`src/rtl/icu_line_fill_resp.sv`:
```
// BIU-side line-fill responder: acknowledges an icache miss, reads the line one
// doubleword at a time from the memory port and streams the beats back to the ICU.
module icu_line_fill_resp #(
  parameter int LINE_BEATS = 4,
  parameter int BEAT_IDX_W = 2
) (
  input  logic        clk,
  input  logic        reset,
  input  logic        icu_biu_req,
  input  logic [28:0] icu_biu_addr,
  output logic        biu_icu_ack,
  output logic [63:0] biu_icu_data,
  output logic        biu_icu_data_valid,
  output logic        biu_icu_data_last,
  output logic        biu_mem_req,
  output logic [28:0] biu_mem_addr,
  input  logic        mem_biu_gnt,
  input  logic        mem_biu_rvalid,
  input  logic [63:0] mem_biu_rdata,
  output logic        biu_busy
);

  localparam logic [1:0] S_IDLE = 2'd0;
  localparam logic [1:0] S_ACK  = 2'd1;
  localparam logic [1:0] S_REQ  = 2'd2;
  localparam logic [1:0] S_WAIT = 2'd3;

  logic [1:0]             r_state;
  logic [28-BEAT_IDX_W:0] r_line;
  logic [BEAT_IDX_W-1:0]  r_beat_cnt;
  logic [63:0]            r_data;
  logic                   r_valid;
  logic                   r_last;
  logic                   w_cnt_last;
  logic                   w_unused_ofs;

  assign w_cnt_last   = (r_beat_cnt == BEAT_IDX_W'(LINE_BEATS - 1));
  // Word-offset bits of the miss address never reach the line base.
  assign w_unused_ofs = ^icu_biu_addr[BEAT_IDX_W-1:0];

  always_ff @(posedge clk) begin
    if (reset) begin
      r_state    <= S_IDLE;
      r_line     <= '0;
      r_beat_cnt <= '0;
      r_data     <= '0;
      r_valid    <= 1'b0;
      r_last     <= 1'b0;
    end else begin
      r_valid <= 1'b0;
      r_last  <= 1'b0;
      case (r_state)
        S_IDLE: begin
          // The cycle showing the last beat still counts as busy, so no accept there.
          if (icu_biu_req && !r_last) begin
            r_line     <= icu_biu_addr[28:BEAT_IDX_W];
            r_beat_cnt <= '0;
            r_state    <= S_ACK;
          end
        end
        S_ACK: r_state <= S_REQ;
        S_REQ: begin
          if (mem_biu_gnt) begin
            r_state <= S_WAIT;
          end
        end
        S_WAIT: begin
          if (mem_biu_rvalid) begin
            r_data  <= mem_biu_rdata;
            r_valid <= 1'b1;
            r_last  <= w_cnt_last;
            if (w_cnt_last) begin
              r_state <= S_IDLE;
            end else begin
              r_beat_cnt <= r_beat_cnt + 1'b1;
              r_state    <= S_REQ;
            end
          end
        end
        default: r_state <= S_IDLE;
      endcase
    end
  end

  assign biu_icu_ack        = (r_state == S_ACK);
  assign biu_icu_data       = r_data;
  assign biu_icu_data_valid = r_valid;
  assign biu_icu_data_last  = r_last;
  assign biu_mem_req        = (r_state == S_REQ);
  // Beat index fills the cleared offset bits, so the address never carries out of the line.
  assign biu_mem_addr       = {r_line, r_beat_cnt};
  assign biu_busy           = (r_state != S_IDLE) || r_last;

endmodule

```
`config.mk`:
```
export PLATFORM = sky130hd
export DESIGN_NAME = icu_line_fill_resp
export DESIGN_NICKNAME = d
export VERILOG_FILES = /design/src/rtl/icu_line_fill_resp.sv
export SDC_FILE = /design/constraint.sdc
export NUM_CORES = 1
export LEC_CHECK = 0
export ABC_AREA = 1
export ABC_CLOCK_PERIOD_IN_PS = 3400
export CAP_MARGIN = 10
export CORE_MARGIN = 2
export CORE_UTILIZATION = 42
export DETAILED_ROUTE_END_ITERATION = 8
export PLACE_DENSITY = 0.83
export REMOVE_ABC_BUFFERS = 1
export SETUP_SLACK_MARGIN = 0.15
export SYNTH_ARGS = -nofsm -noshare
export SYNTH_HDL_FRONTEND = slang
export SYNTH_SLANG_ARGS = --single-unit
```
`constraint.sdc`:
```
create_clock -name clk -period 3.4 [get_ports clk]
set_input_delay 0.85 -clock clk [delete_from_list [all_inputs] [get_ports clk]]
set_output_delay 0.85 -clock clk [all_outputs]
set_load 0.005 [all_outputs]
```
Word-level counts from Yosys, hierarchy flattened. Cells that the tools add are included.

Output and inout bits: 98. Logic and storage cells: 39. Register bits after elaboration: 97. Input bits: 98.

Equality and inequality tests: 8. Bitwise logic cells: 2. Add/subtract/negate cells: 1. Reductions and logical operators: 12. Mux-type cells: 10.

Operators by type and width (count): 2-to-1 mux 2 bit (7); one-hot mux 2 bit (4 select lines) (1); == test 2 bit (second input constant) (3); inequality test 2 bit (second input constant) (3); one-hot mux 2 bit (2 select lines) (1); AND reduction 2 bit (2); AND reduction 4 bit (1); nonzero test 2 bit (2); AND reduction 3 bit (1); OR reduction 3 bit (1); adder 2 x 1 -> 2 bit (second input constant) (1); == test 2 x 1 -> 1 bit (second input constant) (1); logical NOT 2 bit (1); inequality test 2 x 1 -> 1 bit (second input constant) (1); NOT 1 bit (2); OR reduction 2 bit (1); logical AND 1 bit (1); logical NOT 1 bit (1); logical OR 1 bit (1); 2-to-1 mux 1 bit (1).

Logic depth before layout (Yosys ltp). Gate-level depths: netlist of run 1.

Word-level depth: 4. Mapped depth: 8. Gate-level depth less buffers: 8.

Worst setup path after synthesis of run 1. Ideal clock, no wire load.

Path type: input-to-reg. Start point: in icu_biu_req. End point: reg r_line[10]. Library setup time: 0.116 ns. Cell stages on the path: 6. Data arrival time: 1.482 ns. Path buffers: 1. Slack: 1.803 ns. Data required time: 3.284 ns. Cell sequence: nand2_1 -> nor2_8 -> inv_4 -> buf_6 -> nor2_1 -> nor2_1.

Cells in the longest elaborated chain, start to end: 2.

RTL lines: from (decl) (line 9) `input logic icu_biu_req,`; logical AND 1 bit (line 55) `if (icu_biu_req && !r_last) begin`; AND reduction 2 bit (no line); to (signal assigned) (line 56) `r_line <= icu_biu_addr[28:BEAT_IDX_W];`; to (decl) (line 29) `logic [28-BEAT_IDX_W:0] r_line;`.

Every way passes these cells. A chain may end at the register's enable or synchronous reset.

Worst setup path in the final report of run 1.
Start point: reg r_state[0]. End point: out biu_icu_ack.

Cells in the longest elaborated chain, start to end: 1.

RTL lines: from (decl) (line 28) `logic [1:0] r_state;`; from (signal assigned) (line 43) `r_state <= S_IDLE;`; from (signal assigned) (line 58) `r_state <= S_ACK;`; from (signal assigned) (line 61) `S_ACK: r_state <= S_REQ;`; == test 2 x 1 -> 1 bit (line 85) `assign biu_icu_ack = (r_state == S_ACK);`; to (decl) (line 11) `output logic biu_icu_ack,`.

Every way passes these cells.

==> flow_metrics.py, run 1 <==
metrics = {
    "worst_setup_path": {
        "end_kind": "output pin",
        "cpLargestDelayFamily": "flip-flops",
        "slowest_stage": "dfxtp_1",
        "crit_path_start_kind": "flip-flop",
        "critPathMaxFanout": 11,
        "arrival_ns": 1.70,
        "path_buf_inv": 2,
        "crit_type": "flip-flop to output pin",
        "crit_chain": "inv_1 -> nor2_1 -> clkdlybuf4s50_1",
        "critPathRequiredTime_ns": 2.55,
        "max_stage_delay_ns": 0.63,
    },
    "global_route": {
        "grt_pass1_vias": 3197,
        "grt_use_total_pct": 19.00,
        "grt_max_degree": 82,
        "antenna_found_initial": 0,
        "grt_pass1_wl_mm": 14.91,
        "grt_overflow": 0,
    },
    "power_and_ir_drop": {
        "p_switching_mw": 0.7363,
        "power.leakage_nw": 2.120,
        "powerDensity_nw_per_um2": 469.0,
        "p_clk_share_pct": 28.8,
        "ir_drop_v": 0.0003003,
        "intPower_mw": 1.949,
        "power_mw": 2.685,
        "p_sw_share_pct": 27.42,
        "seqPwrFrac_pct": 48.8,
        "p_comb_share_pct": 22.4,
    },
    "logic_synthesis": {
        "syn_avg_cell_area_sq_um": 8.179,
        "synth_top_area_share_pct": 53.11,
        "synthArstFlopShare_pct": 0,
        "synthTopCellsByCount": "dfxtp_1 (97), inv_1 (73), a21oi_1 (65)",
        "netlist_area_sq_um": 3656,
        "netlist-cell-type-count": 21,
        "yosysWarnings": 0,
        "synthSimpleGateAreaFrac_pct": 10.20,
        "synth_largest_area_cell": "dfxtp_1",
        "yosys-mux-area-fraction_pct": 0,
        "synth_edf_count": 0,
        "synth_xor_area_share_pct": 0,
        "synth_fa_ha_area_share_pct": 0.3422,
        "netlist_top_cells_area": "dfxtp_1 (53%), a21oi_1 (8.9%), o21ai_0 (8.1%), inv_1 (7.5%), nor2_1 (6.5%)",
        "yosys_most_used_dff": "dfxtp_1",
        "seq_area_frac_synth_pct": 53.11,
        "ys_ff_latch": 97,
        "synth_cells": 447,
        "synth_compound_area_share_pct": 21.90,
        "yosysMostFrequentCell": "dfxtp_1",
        "synth_top_family_by_area": "compound AO/OA/AOI/OAI gates",
    },
    "die": {
        "ioPinCount": 196,
        "start_util_pct": 42.55,
        "core.rowCount": 34,
        "fp.dieArea_sq_um": 9467,
        "core_area_sq_um": 8593,
        "die_w_um": 97.30,
        "chipHeight_um": 97.30,
    },
    "cts": {
        "ctsRootBufferMaster": "clkbuf_8",
        "cts_made_buffers": 9,
        "clockBufferDepth": 2,
        "cts_hold_buf": 0,
        "htree_levels": 3,
        "cts_setup_buffers": 0,
        "clkLatencyLatePin_ns": 0.35,
        "clock-sinks": 97,
        "path_clk_slew_ns": 0.10,
        "cts_tree": "yes",
        "cts.repair.resized": 0,
    },
    "detailed_routing": {
        "post_drt_wl_per_cell_um": 12.59,
        "via_per_inst": 4.705,
        "route.detailed.drc": 0,
        "dr.pass1.iters": 4,
        "drt_iter0_drc": 89,
        "ant_nets": 0,
        "drt-total-wl_mm": 9.269,
        "vias": 3463,
    },
    "sta": {
        "slew_headroom_pct": 63.96,
        "finalSetupViolCount": 0,
        "fin_setup_tns_ns": 0,
        "fmax_mhz": 392.9,
        "skew_ns": 0.01320,
        "finalHoldViolCount": 0,
        "fin_crit_sh_pct": 74.86,
        "rsz0062_at_grt": "false",
        "final_max_slew_viol_count": 0,
        "worst-slew-pin-transition_ns": 0.5406,
        "period_minus_slack_ns": 2.545,
    },
    "status": {
        "status": "complete, no violations",
    },
    "min_path": {
        "min_path_type": "flip-flop to flip-flop",
    },
    "layout": {
        "drive_gt1_share_pct": 4.140,
        "area_delta_synth_final_pct": 56.57,
        "diodes": 0,
        "nets": 722,
        "post-route-util_pct": 66.61,
    },
    "flow_run": {
        "cap_violations": 0,
    },
    "placed_design": {
        "portBuffers": 193,
        "hpwlAfterDp_mm": 6.586,
        "globalplace.congestion": 0.8137,
    },
}
==> worst reg2reg max path, stage by stage (launching register included) <==
cell and delay (ns):
dfxtp_1 0.63, nand3_4 0.53, buf_12 0.41, o21ai_0 0.21, a21oi_1 0.06
==> metrics by stage <==
stage	setup slack (ns)	instance area, sq um	hold WS [ns]	instances
floorplan	1.104	3412	0.4421	417
global route	0.7202	5724	0.4651	736
global placement	0.7713	5519	0.4300	720
detailed placement	0.7120	5519	0.4340	720
finish	0.8547	5724	0.4459	736
CTS	0.8492	5724	0.4494	736
==> state kept, by name, summed over array words and instances, names as in the netlist <==
name,count
biu_icu_data,64
biu_icu_data_last,1
r_state,2
r_line,27
biu_icu_data_valid,1
r_beat_cnt,2
==> area by class of cell <==
| type | instances | area, sq um |
|---|---|---|
| multi-input combinational | 245 | 1186 |
| clock inverter | 7 | 81.33 |
| timing repair buffer | 195 | 1972 |
| clock buffer | 9 | 123.9 |
| inverter | 75 | 284.0 |
| fill | 698 | 2869 |
| tap | 108 | 135.1 |
| sequential | 97 | 1942 |
==> path summary, 6_finish.rpt <==
check	start	end	slack, ns	depth (start not counted)
setup / recovery	r_state[0]$_SDFFE_PP0P_	biu_icu_ack	0.85	3
hold / removal	biu_icu_data[54]$_SDFFE_PP0P_	biu_icu_data[54]$_SDFFE_PP0P_	0.45	2
setup reg to reg	r_state[0]$_SDFFE_PP0P_	biu_icu_data[58]$_SDFFE_PP0P_	1.44	4
hold reg to reg	biu_icu_data[54]$_SDFFE_PP0P_	biu_icu_data[54]$_SDFFE_PP0P_	0.45	2
==> power groups by stage <==
stage | Clock, mW | Sequential, mW | Combinational, mW
floorplan | 0 | 1.34 | 0.211
global placement | 0 | 1.33 | 0.590
detailed placement | 0 | 1.33 | 0.602
CTS | 0.804 | 1.31 | 0.606
global route | 0.848 | 1.32 | 0.662
finish | 0.772 | 1.31 | 0.602
==> routing by layer <==
metal  routed length [um]  track usage, %  vias to the layer above
li1                     -               -                     1781
met1                 4019           22.82                     1513
met2                 4288           31.04                      148
met3                  726           5.612                       21
met4                  235           9.509                        0
met5                    0               0                        -
==> layout by cell type, fill, tap and decap left out <==
cell,synthesis,final
bufinv_16,0,1
nor2_2,1,1
nand4_1,2,2
inv_2,1,2
clkinvlp_4,0,1
o21ai_1,36,36
nand3_4,1,1
inv_4,1,1
ha_1,1,1
nand3_1,4,4
nor3_2,1,1
buf_12,0,2
nor2_8,1,1
inv_6,0,5
a21oi_1,65,65
dfxtp_1,97,97
clkbuf_8,0,9
nor2_4,1,1
nor3_1,1,1
o21ai_0,59,59
clkdlybuf4s50_1,0,193
inv_1,73,72
nor2_1,63,63
nand2_1,9,9
==> kinds of logic after synthesis <==
kind of cell / Yosys count
and+or+nand+nor: 84
adders and majority gates: 1
buffers and inverters: 105
AOI/OAI and AO/OA: 160
DFF: 97
No activity file was read; power rests on OpenSTA's default activity.
==> inputs of run 2 (changes only) <==
--- a/config.mk
+++ b/config.mk
@@ -6,12 +6,12 @@
 export NUM_CORES = 1
 export LEC_CHECK = 0
 export ABC_AREA = 1
-export ABC_CLOCK_PERIOD_IN_PS = 3400
+export ABC_CLOCK_PERIOD_IN_PS = 2560
 export CAP_MARGIN = 10
 export CORE_MARGIN = 2
-export CORE_UTILIZATION = 42
+export CORE_UTILIZATION = 39
 export DETAILED_ROUTE_END_ITERATION = 8
-export PLACE_DENSITY = 0.83
+export PLACE_DENSITY = 0.78
 export REMOVE_ABC_BUFFERS = 1
 export SETUP_SLACK_MARGIN = 0.15
 export SYNTH_ARGS = -nofsm -noshare
==> constraint.sdc (replaced) <==
create_clock -name clk -period 2.56 [get_ports clk]
set_input_delay 0.64 -clock clk [delete_from_list [all_inputs] [get_ports clk]]
set_output_delay 0.64 -clock clk [all_outputs]
set_load 0.005 [all_outputs]
==> run 2 against run 1 <==
Compared with the run above: critical path depth unchanged; clock power increased by 29%; utilization down 3.4 points; combinational power grew 35%; wire length grew 3.0%; first-iteration DRC count shrank 2.2%; register-to-register slack worse by 0.44 ns; non-clock buffer count increased by 4; total power grew 32%; largest cell class unchanged.
==> flow_metrics.py, run 2 (synthesis results as in run 1) <==
metrics = {
    "cts": {
        "clkLatencyLatePin_ns": 0.35,
        "path_clk_slew_ns": 0.10,
        "ctsRootBufferMaster": "clkbuf_8",
        "clockBufferDepth": 2,
        "cts_setup_buffers": 0,
        "cts_tree": "yes",
        "cts_made_buffers": 9,
        "htree_levels": 3,
        "clock-sinks": 97,
    },
    "layout": {
        "final_cell_mix": "clkdlybuf4s50_1 (193), dfxtp_1 (96), inv_1 (72)",
        "design_area_sq_um": 5782,
        "area_delta_synth_final_pct": 58.15,
        "drive_gt1_share_pct": 4.905,
        "diodes": 0,
        "final_common_cell": "clkdlybuf4s50_1",
        "nets": 726,
        "post-route-util_pct": 63.17,
        "largest_reg_flops": 64,
    },
    "detailed_routing": {
        "dr.pass1.iters": 4,
        "post_drt_wl_per_cell_um": 12.85,
        "drt-total-wl_mm": 9.550,
        "top_layer": "met4",
        "ant_nets": 0,
        "drt_iter0_drc": 87,
        "via_per_inst": 4.643,
        "dr_wl_met3_um": 866,
        "vias": 3450,
        "met2_length_mm": 4.552,
        "route.detailed.drc": 0,
        "wl_met1_mm": 3.934,
    },
    "die": {
        "die_w_um": 100.8,
        "ioPinCount": 196,
        "chipHeight_um": 100.8,
        "fp.dieArea_sq_um": 10160,
        "core_area_sq_um": 9153,
        "core.rowCount": 35,
        "start_util_pct": 39.95,
    },
    "sta": {
        "fin_crit_sh_pct": 89.77,
        "rsz0062_at_grt": "false",
        "finalSetupViolCount": 0,
        "holdWs_ns": 0.4443,
        "slew_headroom_pct": 70.51,
        "finalHoldViolCount": 0,
        "period_minus_slack_ns": 2.298,
        "final_max_slew_viol_count": 0,
        "fmax_mhz": 435.2,
        "worst-slew-pin-transition_ns": 0.4417,
        "fin_ws_ns": 0.2620,
        "skew_ns": 0.01166,
        "fin_setup_tns_ns": 0,
    },
    "placed_design": {
        "dpl_cell_area_sq_um": 5578,
        "portBuffers": 193,
        "dp_slack_ns": 0.4597,
        "globalplace.congestion": 0.7704,
        "hpwlAfterDp_mm": 7.032,
    },
    "global_route": {
        "grt_max_degree": 62,
        "antenna_found_initial": 0,
        "grt_pass1_vias": 3225,
        "grt_use_total_pct": 18.47,
        "grt_pass1_wl_mm": 14.95,
        "grt_overflow": 0,
    },
    "min_path": {
        "min_path_type": "flip-flop to flip-flop",
    },
    "status": {
        "status": "complete, no violations",
    },
    "power_and_ir_drop": {
        "power.leakage_nw": 2.151,
        "ir_drop_v": 0.0004530,
        "powerDensity_nw_per_um2": 613.8,
    },
    "worst_setup_path": {
        "crit_path_start_kind": "flip-flop",
        "end_kind": "output pin",
        "crit_type": "flip-flop to output pin",
        "critPathRequiredTime_ns": 1.92,
        "arrival_ns": 1.66,
        "critPathMaxFanout": 11,
    },
    "flow_run": {
        "cap_violations": 0,
    },
}
## run 2: cell count changes in the layout (fill, tap and decap cells not counted), sizes merged
cell    before  now
inv         80   76
clkinv       0    3
buf          2    6
clkbuf       9   10
## run 2: repair_timing
action / CTS / global route
hold buffers: 0 / 0
gates resized for setup: 0 / 1
setup endpoints to repair: 0 / 2
## run 2: per-layer routing
metal  vias up  global-route usage [%]
li1       1779                       -
met1      1521                   21.46
met2       132                   30.92
met3        18                   6.380
met4         0                   7.798
met5         -                       0
## run 2: layout make-up
class | instances | area [sq um]
Timing Repair Buffer | 199 | 2027
Clock inverter | 6 | 65.06
Inverter | 75 | 284.0
Clock buffer | 10 | 137.6
Fill cell | 806 | 3371
Sequential cell | 97 | 1943
Tap cell | 111 | 138.9
Multi-Input combinational cell | 245 | 1186
## run 2: path summary, 6_finish.rpt
check / startpoint / endpoint / slack [ns] / cells after the start
worst max register to register: r_state[0]$_SDFFE_PP0P_ / biu_icu_data[22]$_SDFFE_PP0P_ / 1.00 / 4
worst min register to register: biu_icu_data[10]$_SDFFE_PP0P_ / biu_icu_data[10]$_SDFFE_PP0P_ / 0.44 / 2
worst max-delay path: r_state[0]$_SDFFE_PP0P_ / biu_icu_ack / 0.26 / 3
worst min-delay path: biu_icu_data[10]$_SDFFE_PP0P_ / biu_icu_data[10]$_SDFFE_PP0P_ / 0.44 / 2
## run 2: worst max-delay path, stage by stage (launching register included)
cell and delay (ns):
dfxtp_1 0.60, inv_1 0.10, nor2_1 0.10, clkdlybuf4s50_1 0.50
## run 2: through the flow
stage,std cells,total power [mW]
2_1_floorplan,417,2.057
3_5_place_dp,727,2.589
4_1_cts,743,3.610
5_1_grt,743,3.755
3_3_place_gp,727,2.562
6_report,743,3.549
## run 2: power by group
part | switching, mW | leakage [nW] | internal (mW) | total (mW)
registers | 0.0896 | 0.791 | 1.65 | 1.74
logic | 0.330 | 1.26 | 0.480 | 0.811
clock network | 0.519 | 0.103 | 0.480 | 0.999
total | 0.939 | 2.15 | 2.61 | 3.55
